## src/rtl/riscv_pkg.sv

```systemverilog
// Shared RISC-V front-end definitions: address width, instruction size,
// major opcodes and the fetch sequencer state encoding.
package riscv_pkg;

  localparam int ADDR_W     = 8;
  localparam int INSN_BYTES = 4;

  localparam logic [6:0] OP_BRANCH = 7'b1100011;
  localparam logic [6:0] OP_RTYPE  = 7'b0110011;
  localparam logic [6:0] OP_ITYPE  = 7'b0010011;
  localparam logic [6:0] OP_LOAD   = 7'b0000011;
  localparam logic [6:0] OP_STORE  = 7'b0100011;

  typedef enum logic {
    RUN  = 1'b0,
    HALT = 1'b1
  } fetch_state_t;

endpackage

```

## src/rtl/pc_track_pipe.sv

```systemverilog
// Two-slot valid/PC shift register that mirrors the ROM's two register
// stages, so the PC and validity of each ROM output word travel with it.
module pc_track_pipe
  import riscv_pkg::*;
#(
  parameter int PC_W = riscv_pkg::ADDR_W
) (
  input  logic            clk,
  input  logic            rst_n,
  input  logic            issue_i,
  input  logic [PC_W-1:0] issue_pc_i,
  input  logic            flush_i,
  output logic            valid_o,
  output logic [PC_W-1:0] pc_o
);

  logic            v1_q;
  logic            v2_q;
  logic [PC_W-1:0] pc1_q;
  logic [PC_W-1:0] pc2_q;

  // Shift issue/PC down both slots; a flush squashes whatever is in flight.
  always_ff @(posedge clk or negedge rst_n) begin
    if (!rst_n) begin
      v1_q  <= 1'b0;
      v2_q  <= 1'b0;
      pc1_q <= '0;
      pc2_q <= '0;
    end else begin
      v1_q  <= issue_i & ~flush_i;
      pc1_q <= issue_pc_i;
      v2_q  <= v1_q & ~flush_i;
      pc2_q <= pc1_q;
    end
  end

  assign valid_o = v2_q;
  assign pc_o    = pc2_q;

endmodule

```

## src/rtl/pc_fetch.sv

```systemverilog
// Program counter and fetch sequencer in front of the instruction ROM.
// Drives the ROM address, qualifies ROM output words, applies stalls and
// taken-branch redirects, and halts at end of program or on a bad target.
module pc_fetch
  import riscv_pkg::*;
#(
  parameter int ADDR_W   = riscv_pkg::ADDR_W,
  parameter int RESET_PC = 4,
  parameter int END_ADDR = 252,
  parameter int CNT_W    = 16
) (
  input  logic              clk,
  input  logic              rst_n,
  input  logic              stall,
  input  logic              halt,
  input  logic              branch_taken,
  input  logic [11:0]       branch_imm,
  output logic [ADDR_W-1:0] address,
  output logic              instr_valid,
  output logic [ADDR_W-1:0] pc_out,
  output logic              halted,
  output logic              err_misalign,
  output logic [CNT_W-1:0]  instr_count
);

  fetch_state_t      state_q;
  logic [ADDR_W-1:0] address_q;
  logic              halted_q;
  logic              err_q;
  logic [CNT_W-1:0]  count_q;
  logic [CNT_W-1:0]  count_d;

  logic              running;
  logic              redirect;
  logic              issue;
  logic [ADDR_W-1:0] branchOffset;
  logic [ADDR_W-1:0] target;
  logic              targetAligned;

  // Branch target: B-type offset is the immediate times two, sign-extended
  // (or truncated) to the address width so the sum wraps naturally.
  assign running       = (state_q == RUN);
  assign redirect      = instr_valid & branch_taken & running;
  assign issue         = running & ~redirect & ~halt & ~stall;
  assign branchOffset  = ADDR_W'($signed({branch_imm, 1'b0}));
  assign target        = pc_out + branchOffset;
  assign targetAligned = (target[1:0] == 2'b00);

  // Fetch FSM: redirect beats halt, halt beats stall, stall beats advance.
  always_ff @(posedge clk or negedge rst_n) begin
    if (!rst_n) begin
      state_q   <= RUN;
      address_q <= ADDR_W'(RESET_PC);
      halted_q  <= 1'b0;
      err_q     <= 1'b0;
    end else begin
      halted_q <= (state_q == HALT);
      case (state_q)
        RUN: begin
          if (redirect) begin
            if (targetAligned) begin
              address_q <= target;
            end else begin
              err_q   <= 1'b1;
              state_q <= HALT;
            end
          end else if (halt) begin
            state_q <= HALT;
          end else if (!stall) begin
            if (address_q == ADDR_W'(END_ADDR)) begin
              state_q <= HALT;
            end else begin
              address_q <= address_q + ADDR_W'(INSN_BYTES);
            end
          end
        end
        HALT: begin
          state_q <= HALT;
        end
        default: begin
          state_q <= HALT;
        end
      endcase
    end
  end

  // Retired-instruction count: a valid word the downstream accepts (not
  // stalled) retires, including a taken branch itself; saturates at all-ones.
  always_comb begin
    count_d = count_q;
    if (instr_valid && !stall && (count_q != {CNT_W{1'b1}})) begin
      count_d = count_q + CNT_W'(1);
    end
  end

  // Counter register.
  always_ff @(posedge clk or negedge rst_n) begin
    if (!rst_n) begin
      count_q <= '0;
    end else begin
      count_q <= count_d;
    end
  end

  pc_track_pipe #(
    .PC_W (ADDR_W)
  ) u_track (
    .clk        (clk),
    .rst_n      (rst_n),
    .issue_i    (issue),
    .issue_pc_i (address_q),
    .flush_i    (redirect),
    .valid_o    (instr_valid),
    .pc_o       (pc_out)
  );

  assign address      = address_q;
  assign halted       = halted_q;
  assign err_misalign = err_q;
  assign instr_count  = count_q;

endmodule

```

## config.mk

```make
export PLATFORM = sky130hd
export DESIGN_NAME = pc_fetch
export DESIGN_NICKNAME = d
export VERILOG_FILES = /design/src/rtl/riscv_pkg.sv /design/src/rtl/pc_track_pipe.sv /design/src/rtl/pc_fetch.sv
export SDC_FILE = /design/constraint.sdc
export NUM_CORES = 1
export LEC_CHECK = 0
export CELL_PAD_IN_SITES_DETAIL_PLACEMENT = 2
export CELL_PAD_IN_SITES_GLOBAL_PLACEMENT = 2
export CORE_UTILIZATION = 25
export CTS_BUF_LIST = sky130_fd_sc_hd__clkbuf_16
export DETAILED_ROUTE_END_ITERATION = 10
export PLACE_DENSITY = 0.69
export SYNTH_ARGS = -nofsm -noshare
export SYNTH_HDL_FRONTEND = slang
export SYNTH_SLANG_ARGS = --single-unit
```

## constraint.sdc

```tcl
create_clock -name clk -period 4.42 [get_ports clk]
set_clock_uncertainty 0.15 [all_clocks]
set_input_delay 0.884 -clock clk [delete_from_list [all_inputs] [get_ports clk]]
set_output_delay 0.884 -clock clk [all_outputs]
set_load 0.03 [all_outputs]
```

==> results.md, run 1 <==
- The number of antenna violations at the first check in global routing came to 0.
- The starting density of the core is 0.2613.
- The first global-routing pass estimated between 8000 and 9000 um of wire.
- The detailed router placed roughly 1500 vias in this run.
- The aggregate negative setup slack is 0 ps.
- The number of levels the H-tree was split into is 2.
- Setup repair after global routing left no endpoint under its margin.
- The final critical path time including I/O delays and setup is approximately 3000 ps.
- The total of buffers placed on input and output ports is 46.
- When the netlist entered floorplanning its net count stood at around 200.
- The number of instances in the synthesized netlist is around 180.
- The worst hold slack is around 200 ps.
- The floorplan step set the die height to between 90 and 100 um.
- The first detailed-routing pass took 4 iterations.
- The category of the most critical setup path is in -> reg.
- The cell taking the most area after synthesis is sky130_fd_sc_hd__dfrtp_1.
- The quantity of hold-fixing buffers added after cts is 0.
- The actual transition at the worst max-transition pin is slightly above 1000 ps.
- The cell leakage power is around 1.2 nW.
- In this run, synthesis inferred 0 flip-flops with an integrated enable.
- The area growth from synthesis to final layout is 35.27%.
- The arrival time reported for the critical path endpoint is just under 3000 ps.
- The critical path starts at branch_imm[0].
- The combined area of the multi-input logic cells is roughly 900 um^2.
- The number of buffers on the longest clock path is 2.
- The hold-critical path depth is 0.
- The net count of the finished layout is 254.
- STA puts the critical path data required time at 4410 ps.
- The start of the worst register-to-register path is u_track.pc_o[1]$_DFF_PN0_.
- The count of clock tree sinks is 45.
- The most used flip-flop cell after synthesis is sky130_fd_sc_hd__dfrtp_1.
- The ratio of cells with drive above 1 in the final layout is 0.09607.
- The final clock period utilization by the worst path is 0.6777.
- The area fraction of the dominant cell type after synthesis is 0.5369.
- The final number of setup-violating endpoints is 0.
- The boundary pin count is 52.
- The number of global-route vias before repair is 1717.
- The flow ran to the end, and the final reports show no timing, DRC or antenna violations.
- Once detail routing completed, the nets flagged for antenna violations numbered 0.
- The number of library cell types mapped by synthesis is 43.
- The ratio of total power to cell area is 298.4 nW/um^2.
- The endpoint of the lowest-slack register-to-register path is address[7]$_DFFE_PN0P_.
- The worst setup path is captured at a flop.
- The post-layout total power is 827.9 uW.
- The async set-or-reset flop fraction in the synthesized netlist is 1.000.
- The number of setup buffers added after CTS is 0.
- The number of hold violations in the final report is 0.
- The detail-routed net length per standard cell is roughly 15 um.
- The global route total overflow is 0.
- The horizontal die dimension is about 90 um.
- The max-cap violation count is 0.
- The global router's overall resource usage is 0.1324.
- The worst max-slew margin expressed relative to the limit is 0.3208.
- The post-synthesis cell area is around 2100 um^2.
- The floorplan step defined a core boundary enclosing between 7000 and 8000 um^2.
- The startpoint class of the critical path is an input pin.
- By area the synthesized netlist is led by sky130_fd_sc_hd__dfrtp_1 54%, sky130_fd_sc_hd__ha_1 4.9%, sky130_fd_sc_hd__xnor2_1 3.8%.
- The highest ir drop seen on vdd is 0.0001594 V.
- The floorplan has 32 rows.
- The area of the die is ~8600 um^2.
- In the routed design, unresolved DRC markers number 0.
- The total of flip-flops plus latches after synthesis is 45.
- The number of max-slew violations in the final report was 0.
- After detailed routing, the total wire length is roughly 5000 um.
- During synthesis, Yosys emitted a total of 0 warnings.
- The tree is rooted in a sky130_fd_sc_hd__clkbuf_16.
- The count of inserted antenna diode cells is 0.
- Summed over all nets, the half-perimeter wirelength after detailed placement is approximately 3800 um.
- The average size of a mapped cell is ~12 um^2.
- In this run, post-CTS repair resized a total of 0 instances.
- In this run the worst path has a maximum fanout of 3.
- Clock latency on the worst-skew pair, taken at its later pin, is approximately 280 ps.
- The filler cell count is between 800 and 900.
- The end-of-flow core utilization is 0.3535.
- Following the worst setup path forward leads to its endpoint at address[7]$_DFFE_PN0P_.
- Entering global routing, the biggest net connects between 40 and 50 pins.
- The iteration-0 DRC count of the detailed router is 57.
- After clock tree synthesis, the clock-pin slew on the worst setup and hold paths is approximately 60 ps.
- Using the TritonRoute via totals, the vias-per-cell ratio works out to between 4 and 5.
- The tightest min-delay check is of the reg -> reg type.
- The final weighted congestion of routability-driven global placement is around 0.74.
- The maximum frequency from static timing analysis is ~0.33 GHz.
- The number of cells on the worst reg-to-reg path is 7.
- The clock tree from TritonCTS is done.
- Registers take between 1000 and 1500 um^2.
- The post-synthesis sequential area ratio is 0.5497.
- For flop-to-flop paths, the worst setup slack is about 2100 ps.
- Clock tree synthesis inserted a total of 5 buffers.
==> layout make-up <==
type | instances | share of cell area
clock inverters | 3 | 0.006766
clock buffers | 5 | 0.04511
multi-input cells | 128 | 0.3288
repair buffers | 46 | 0.1642
well taps | 102 | 0.04601
flip-flops and latches | 45 | 0.4064
inverters | 2 | 0.002706
==> how the worst min path moves through the flow <==
stage,from,endpoint,slack (ps)
after CTS,u_track.pc1_q[3]$_DFF_PN0_,u_track.pc_o[3]$_DFF_PN0_,200
after detailed placement,u_track.pc1_q[0]$_DFF_PN0_,u_track.pc_o[0]$_DFF_PN0_,190
final,u_track.pc1_q[3]$_DFF_PN0_,u_track.pc_o[3]$_DFF_PN0_,200
after global placement,u_track.pc1_q[1]$_DFF_PN0_,u_track.pc_o[1]$_DFF_PN0_,180
after global routing,u_track.pc1_q[7]$_DFF_PN0_,u_track.pc_o[7]$_DFF_PN0_,210
after floorplan,u_track.pc1_q[0]$_DFF_PN0_,u_track.pc_o[0]$_DFF_PN0_,180
==> power by group <==
group | switching (mW) | internal, mW
registers | 0.00348 | 0.416
clock network | 0.155 | 0.207
logic | 0.0265 | 0.0203
total | 0.185 | 0.643
==> through the flow <==
stage / worst slack, ps / cells / instance area, um^2
floorplan: 1888 / 176 / 2051
global placement: 1245 / 323 / 2630
CTS: 1416 / 331 / 2774
detailed placement: 1105 / 323 / 2630
finish: 1425 / 331 / 2774
global route: 1277 / 331 / 2774
==> flip-flops by register name, indices dropped and copies added (netlist names) <==
name	flops
u_track.pc_o	8
u_track.v1_q	1
halted	1
err_misalign	1
address	8
instr_count	16
u_track.valid_o	1
u_track.pc1_q	8
state_q	1
==> cells by family after synthesis <==
logic type / count (synthesis) / share of synthesized area
AND/OR/NAND/NOR: 64 / 0.1904
adder cells (fa/ha/maj): 9 / 0.05857
AO/OA/AOI/OAI: 37 / 0.1129
multiplexers: 4 / 0.02318
buffers and inverters: 3 / 0.005491
XOR/XNOR: 14 / 0.05979
flip-flops: 45 / 0.5497
==> layer usage <==
layer | global-route usage | wire length (um) | share of wire
met3 | 0.02299 | 150 | 0.030
met5 | 0 | 0 | 0
met1 | 0.1895 | 2615 | 0.52
met2 | 0.2019 | 2203 | 0.44
met4 | 0.04297 | 64 | 0.013
==> placed cells by master, fill, tap and decap left out, drive strengths merged, types with 7 or more instances in the layout <==
cell type / Yosys / routed
nand2: 9 / 9
nor2: 15 / 15
o21ai: 11 / 11
ha: 8 / 8
nand4: 9 / 9
dfrtp: 44 / 44
clkdlybuf4s50: 0 / 45
a21oi: 7 / 7
xnor2: 9 / 9
==> synthesized netlist by cell type, drive strengths merged (2+ instances only) <==
cell type / instances
o21ai: 11
o31ai: 2
dfrtp: 44
a31oi: 4
ha: 8
nor2: 15
o21a: 2
or2: 3
nand3: 4
inv: 2
nand2: 9
nor3: 5
a21o: 3
a211oi: 4
and3: 4
nor2b: 5
nand4: 9
a21oi: 7
and2: 2
xor2: 5
mux2: 3
xnor2: 9
nor4: 2
==> worst max-delay path, cell delays in order <==
cell and delay (ps):
sky130_fd_sc_hd__clkdlybuf4s50_1 420, sky130_fd_sc_hd__ha_1 270, sky130_fd_sc_hd__fa_1 440, sky130_fd_sc_hd__a211oi_1 330, sky130_fd_sc_hd__o21ai_0 160, sky130_fd_sc_hd__a21oi_1 220, sky130_fd_sc_hd__xnor2_1 160, sky130_fd_sc_hd__a21oi_1 90
No activity file was read; power rests on OpenSTA's default activity.
==> run 2: changes to the inputs <==
Settings changed: PLACE_DENSITY 0.69 to 0.71.
Clock period 4.42 ns to 2.6 ns, I/O delays scaled along.
==> results.md, run 2 (synthesis results as in run 1) <==
- The number of buffers inserted during clock tree synthesis came to 5 (unchanged).
- The number of buffers on the longest clock path was 2 (unchanged).
- The horizontal die dimension is 92.57 um (unchanged).
- The start of the worst register-to-register path is u_track.pc_o[1]$_DFF_PN0_ (unchanged).
- The most frequent standard cell in the layout excluding fill and tap cells is sky130_fd_sc_hd__clkdlybuf4s50_1 (unchanged).
- The via total after detailed routing was 1609 (was 1546).
- The final number of setup-violating endpoints was 0 (unchanged).
- The count of inserted antenna diode cells is 0 (unchanged).
- The quantity of hold-fixing buffers added after cts was 0 (unchanged).
- The iteration-0 DRC count of the detailed router is 57 (unchanged).
- Result of the run: complete, no violations (unchanged).
- The worst hold slack is 68.25 ps (was 199.3 ps).
- The vertical die dimension is 92.57 um (unchanged).
- The sum of met3 wire segment lengths after detailed routing is 155 um (was 150 um).
- The number of global-route vias before repair is 1804 (was 1717).
- The met2 wirelength from detailed routing came to 2791 um (was 2203 um).
- The detailed-routing iteration count for the pre-antenna-repair pass came to 3 (was 4).
- The vias per cell came to 4.774 (was 4.671).
- The number of setup buffers added after CTS is 0 (unchanged).
- The filler cell count came to 837 (was 849).
- The placed instance area is 2688 um^2 (was 2630 um^2).
- In the finished design, the share of the clock period the worst path needs comes to 0.9407.
- The number of hold violations in the final report is 0 (unchanged).
- The total of buffers placed on input and output ports is 46 (unchanged).
- The actual transition at the worst max-transition pin was 562.5 ps (was 1019 ps).
- The clock tree from TritonCTS is done (unchanged).
- The net count reported at finish is 260 (was 254).
- The count of cells resized by post-cts repair is 0 (unchanged).
- The detail-routed net length per standard cell is 17.15 um (was 15.21 um).
- The placed wire-length estimate after detailed placement was 4191 um (was 3794 um).
- The post-route cell area is 2825 um^2 (was 2774 um^2).
- The worst path needs around 2400 ps of the cycle, external delays included.
- The routed wire length is 5779 um (was 5034 um).
- The boundary pin count is 52 (unchanged).
- The clock-pin slew of the registers on the worst-case setup and hold paths was 60 ps (about the same).
- The number of levels the H-tree was split into is 2 (unchanged).
- The endpoint of the lowest-slack register-to-register path is address[5]$_DFFE_PN0P_ (was address[7]$_DFFE_PN0P_).
- The wire length of the first global-routing pass is 9708 um (was 8921 um).
- The required time of the critical path is 2630 ps (was 4410 ps).
- The area of the die is 8569 um^2 (unchanged).
- The category of the worst setup path capture point is a flop (unchanged).
- The global router's overall resource usage is 0.1489 (was 0.1324).
- The worst max-slew margin expressed relative to the limit is 0.6250 (was 0.3208).
- The post-layout total power is 1.414 mW (was 827.9 uW).
- The category of the most critical setup path is in -> reg (unchanged).
- The uppermost layer routed is met4 (unchanged).
- The placement row count is 32 (unchanged).
- The largest net degree at the start of global routing is 24 (was 46).
- The final weighted congestion of routability-driven global placement was 0.7602 (was 0.7356).
- The number of antenna violations at the first check in global routing is 0 (unchanged).
- Most frequent cells in the layout: 45 x sky130_fd_sc_hd__clkdlybuf4s50_1, 44 x sky130_fd_sc_hd__dfrtp_1, 15 x sky130_fd_sc_hd__nor2_1, 11 x sky130_fd_sc_hd__o21ai_0 (unchanged).
- The count of clock tree sinks came to 45 (unchanged).
- The arrival time reported for the critical path endpoint is 2480 ps (was 2980 ps).
- The number of flip-flops in the largest register is 16 (unchanged).
- The maximum fanout along the worst path is 3 (unchanged).
- The depth of the most critical reg-to-reg path is 7 (unchanged).
- The worst setup slack before clock tree synthesis is -154.6 ps (was 1105 ps).
- The ratio of total power to cell area is 500.5 nW/um^2 (was 298.4 nW/um^2).
- The number of max-slew violations in the final report is 0 (unchanged).
- RSZ-0062 raised after global routing: no (unchanged).
- The highest ir drop seen on vdd was 0.0002231 V (was 0.0001594 V).
- The cell leakage power is 1.267 nW (was 1.232 nW).
- The flop-to-flop setup slack is 440 ps (was 2080 ps).
- The area growth from synthesis to final layout is 37.77% (was 35.27%).
- The cell at the root of the clock tree was sky130_fd_sc_hd__clkbuf_16 (unchanged).
- The end-of-flow core utilization is 0.3600 (was 0.3535).
- The class of the tightest hold or removal check is in -> async (was reg -> reg).
- The clock insertion delay at the later pin of the skew report is 290 ps (was 280 ps).
- The minimum setup slack in the final design was 154.2 ps (was 1425 ps).
- The placeable core area is 7848 um^2 (unchanged).
- The remaining antenna violation count after routing was 0 (unchanged).
- The maximum frequency from static timing analysis is just over 0.4 GHz.
- The ratio of cells with drive above 1 in the final layout is 0.1149 (was 0.09607).
- The startpoint class of the critical path is an input pin (unchanged).
- The global route total overflow is 0 (unchanged).
- The max-cap violation count is 0 (unchanged).
- The residual DRC count was 0 (unchanged).
- The starting density of the core is 0.2613 (unchanged).
- The met1 wire length was 2715 um (was 2615 um).
run 2: where the power goes:
group	leakage, nW	switching, mW	internal (mW)
combinational	0.591	0.0468	0.0385
sequential	0.608	0.00610	0.707
clock	0.0687	0.268	0.348
total	1.27	0.321	1.09
run 2: worst max-delay path by stage:
stage                             endpoint  cells after the start                 startpoint  slack, ps
floorplan           address[7]$_DFFE_PN0P_                      7  u_track.pc_o[1]$_DFF_PN0_        430
global placement    address[7]$_DFFE_PN0P_                      8              branch_imm[0]       -100
global route        address[5]$_DFFE_PN0P_                      8              branch_imm[0]         50
CTS                 address[5]$_DFFE_PN0P_                      8              branch_imm[0]        150
detailed placement  address[5]$_DFFE_PN0P_                      8              branch_imm[0]       -150
finish              address[5]$_DFFE_PN0P_                      8              branch_imm[0]        150
run 2: layout make-up:
class                   instances  area [um^2]  area share
multi-input cells             128        912.1      0.3229
repair buffers                 52        513.0      0.1816
well taps                     102        127.6     0.04517
flip-flops and latches         45         1127      0.3990
clock buffers                   5        125.1     0.04429
inverters                       2        7.507    0.002657
clock inverters                 3        12.51    0.004429
run 2: through the flow:
step / cells / TNS, ps
global route: 337 / 0
global placement: 329 / -227.4
detailed placement: 329 / -376.0
finish: 337 / 0
floorplan: 176 / 0
CTS: 337 / 0
run 2: worst max-delay path, stage by stage:
cell                              delay (ps)
sky130_fd_sc_hd__clkdlybuf4s50_1         410
sky130_fd_sc_hd__ha_1                    260
sky130_fd_sc_hd__fa_1                    400
sky130_fd_sc_hd__buf_4                   150
sky130_fd_sc_hd__a21o_1                  150
sky130_fd_sc_hd__a211oi_1                270
sky130_fd_sc_hd__o32ai_1                 120
sky130_fd_sc_hd__a22o_1                  190
run 2: routing by layer:
metal,vias up,track usage
met4,0,0.06120
met5,-,0
met3,9,0.02627
li1,755,-
met2,27,0.2463
met1,818,0.1912
==> run 3: changes to the inputs <==
Settings changed: CELL_PAD_IN_SITES_DETAIL_PLACEMENT 2 to 0, CELL_PAD_IN_SITES_GLOBAL_PLACEMENT 2 to 1, PLACE_DENSITY 0.71 to 0.61.
==> results.md, run 3 (synthesis results as in run 1) <==
- The clock-pin slew of the registers on the worst-case setup and hold paths is 60 ps (about the same).
- The worst max-slew margin expressed relative to the limit is 0.6508 (was 0.6250).
- The number of max-slew violations in the final report was 0 (unchanged).
- The net count reported at finish is 261 (was 260).
- The vertical die dimension was 92.57 um (unchanged).
- The remaining antenna violation count after routing is 0 (unchanged).
- The critical-path cell with the highest stage delay is sky130_fd_sc_hd__clkdlybuf4s50_1 (unchanged).
- RSZ-0062 raised after global routing: no (unchanged).
- The maximum frequency from static timing analysis is 0.4194 GHz (was 0.4089 GHz).
- The count of clock tree sinks came to 45 (unchanged).
- The final clock period utilization by the worst path came to 0.9170 (was 0.9407).
- The detailed-routing iteration count for the pre-antenna-repair pass is 4 (was 3).
- The ratio of total power to cell area came to 519.6 nW/um^2 (was 500.5 nW/um^2).
- The routed wire length is 4510 um (was 5779 um).
- The category of the worst setup path capture point is a flop (unchanged).
- The maximum fanout along the worst path came to 3 (unchanged).
- The count of cells resized by post-cts repair came to 0 (unchanged).
- The class of the tightest hold or removal check is in -> async (unchanged).
- The arrival time reported for the critical path endpoint is 2400 ps (was 2480 ps).
- The area of the die is 8569 um^2 (unchanged).
- The placed instance area is 2695 um^2 (was 2688 um^2).
- The largest net degree at the start of global routing came to 25 (was 24).
- The clock tree from TritonCTS is done (unchanged).
- The residual DRC count was 0 (unchanged).
- The final weighted congestion of routability-driven global placement is 0.7838 (was 0.7602).
- The global router's overall resource usage is 0.1134 (was 0.1489).
- Cell-by-cell listing of the critical path: clkdlybuf4s50_1 -> ha_1 -> fa_1 -> a211oi_1 -> o21ai_0 -> a21oi_1 -> xnor2_1 -> a21oi_1 (was clkdlybuf4s50_1 -> ha_1 -> fa_1 -> buf_4 -> a21o_1 -> a211oi_1 -> o32ai_1 -> a22o_1).
- The placed wire-length estimate after detailed placement is 3473 um (was 4191 um).
- Most frequent cells in the layout: 45 x sky130_fd_sc_hd__clkdlybuf4s50_1, 44 x sky130_fd_sc_hd__dfrtp_1, 15 x sky130_fd_sc_hd__nor2_1, 11 x sky130_fd_sc_hd__o21ai_0 (unchanged).
- The worst setup slack before clock tree synthesis is -126.8 ps (was -154.6 ps).
- The number of buffers inserted during clock tree synthesis was 5 (unchanged).
- The number of levels the H-tree was split into is 2 (unchanged).
- The number of global-route vias before repair came to 1471 (was 1804).
- The minimum setup slack in the final design came to 215.9 ps (was 154.2 ps).
- The via total after detailed routing came to 1521 (was 1609).
- The count of inserted antenna diode cells is 0 (unchanged).
- The required time of the critical path was 2610 ps (was 2630 ps).
- The aggregate negative setup slack came to 0 ps (unchanged).
- The final critical path time including I/O delays and setup is 2384 ps (was 2446 ps).
- The filler cell count is 820 (was 837).
- The final number of setup-violating endpoints came to 0 (unchanged).
- The placement row count came to 32 (unchanged).
- The final instance count without filler cells is 338 (was 337).
- The most frequent standard cell in the layout excluding fill and tap cells is sky130_fd_sc_hd__clkdlybuf4s50_1 (unchanged).
- By instance count, the cell type seen most on the critical path is sky130_fd_sc_hd__a21oi_1.
- The number of buffers on the longest clock path is 2 (unchanged).
- The ratio of cells with drive above 1 in the final layout is 0.1186 (was 0.1149).
- The post-layout total power came to 1.485 mW (was 1.414 mW).
- The highest ir drop seen on vdd came to 0.0002200 V (was 0.0002231 V).
- The actual transition at the worst max-transition pin is 523.7 ps (was 562.5 ps).
- The register area is 1127 um^2 (unchanged).
- The family with the most delay on the worst path is compound AO/OA/AOI/OAI gates (unchanged).
- The highest cell delay on the worst timing path is 410 ps (about the same).
- The area growth from synthesis to final layout is 39.35% (was 37.77%).
- The detail-routed net length per standard cell is 13.34 um (was 17.15 um).
- The quantity of hold-fixing buffers added after cts came to 0 (unchanged).
- The horizontal die dimension is 92.57 um (unchanged).
- The cell at the root of the clock tree is sky130_fd_sc_hd__clkbuf_16 (unchanged).
- The cell leakage power is 1.286 nW (was 1.267 nW).
- The boundary pin count is 52 (unchanged).
- The count of placed standard cells including taps came to 330 (was 329).
- The number of antenna violations at the first check in global routing is 0 (unchanged).
- The clock insertion delay at the later pin of the skew report is 280 ps (was 290 ps).
- The total of buffers placed on input and output ports came to 46 (unchanged).
- The iteration-0 DRC count of the detailed router came to 56 (was 57).
- The number of buffer and inverter instances along the worst setup path is 1 (was 2).
- The post-route cell area came to 2858 um^2 (was 2825 um^2).
- The startpoint class of the critical path is an input pin (unchanged).
- The placeable core area was 7848 um^2 (unchanged).
- The combined area of the multi-input logic cells is 912.1 um^2 (unchanged).
- The starting density of the core is 0.2613 (unchanged).
- The max-cap violation count is 0 (unchanged).
- The global route total overflow is 0 (unchanged).
- The category of the most critical setup path is in -> reg (unchanged).
- The number of hold violations in the final report is 0 (unchanged).
- The wire length of the first global-routing pass came to 7452 um (was 9708 um).
- Result of the run: complete, no violations (unchanged).
- The number of flip-flops in the largest register came to 16 (unchanged).
- The vias per cell is 4.500 (was 4.774).
- The number of setup buffers added after CTS was 0 (unchanged).
[run 3: cell count changes in the layout (fill, tap and decap cells not counted), sizes merged]
cell / change
bufinv: +1
clkinv: -2
buf: +1
inv: +1
[run 3: area by class of cell]
cell class / instances / share of cell area
tap: 102 / 0.04466
sequential: 45 / 0.3945
timing repair buffer: 53 / 0.1821
clock buffer: 5 / 0.04378
clock inverter: 3 / 0.01313
inverter: 2 / 0.002627
multi-input combinational: 128 / 0.3192
[run 3: final timing paths]
kind	from	endpoint	slack, ps	cells past startpoint
hold / removal	rst_n	u_track.pc_o[1]$_DFF_PN0_	60	1
hold reg to reg	u_track.pc1_q[5]$_DFF_PN0_	u_track.pc_o[5]$_DFF_PN0_	200	0
max in group asynchronous	rst_n	instr_count[11]$_DFFE_PN0P_	1730	2
setup / recovery	branch_imm[0]	address[7]$_DFFE_PN0P_	220	8
min in group clk	u_track.pc1_q[5]$_DFF_PN0_	u_track.pc_o[5]$_DFF_PN0_	200	0
setup reg to reg	u_track.pc_o[1]$_DFF_PN0_	address[7]$_DFFE_PN0P_	490	7
[run 3: worst register-to-register path: stages (launching register included)]
cell and delay, ps:
sky130_fd_sc_hd__dfrtp_1 390, sky130_fd_sc_hd__ha_1 240, sky130_fd_sc_hd__fa_1 400, sky130_fd_sc_hd__a211oi_1 280
sky130_fd_sc_hd__o21ai_0 140, sky130_fd_sc_hd__a21oi_1 180, sky130_fd_sc_hd__xnor2_1 140, sky130_fd_sc_hd__a21oi_1 80
[run 3: power by group]
part           leakage (nW)  internal [mW]  switching [mW]
logic                 0.596         0.0384          0.0441
clock network        0.0826          0.446           0.244
registers             0.608          0.707         0.00557
[run 3: metrics by stage]
| step | hold WS, ps | utilization |
|---|---|---|
| 3_5_place_dp | 185.8 | 0.3434 |
| 2_1_floorplan | 74.41 | - |
| 3_3_place_gp | 182.3 | 0.3434 |
| 4_1_cts | 82.56 | 0.3642 |
| 6_report | 62.93 | 0.3642 |
| 5_1_grt | 103.8 | 0.3642 |
[run 3: metal layers]
metal  track usage  share of wire  vias up
met5             0              0        -
met4       0.04688          0.010        0
met3       0.02381          0.043        2
met2        0.1704           0.44       31
met1        0.1578           0.50      729
li1              -              -      759
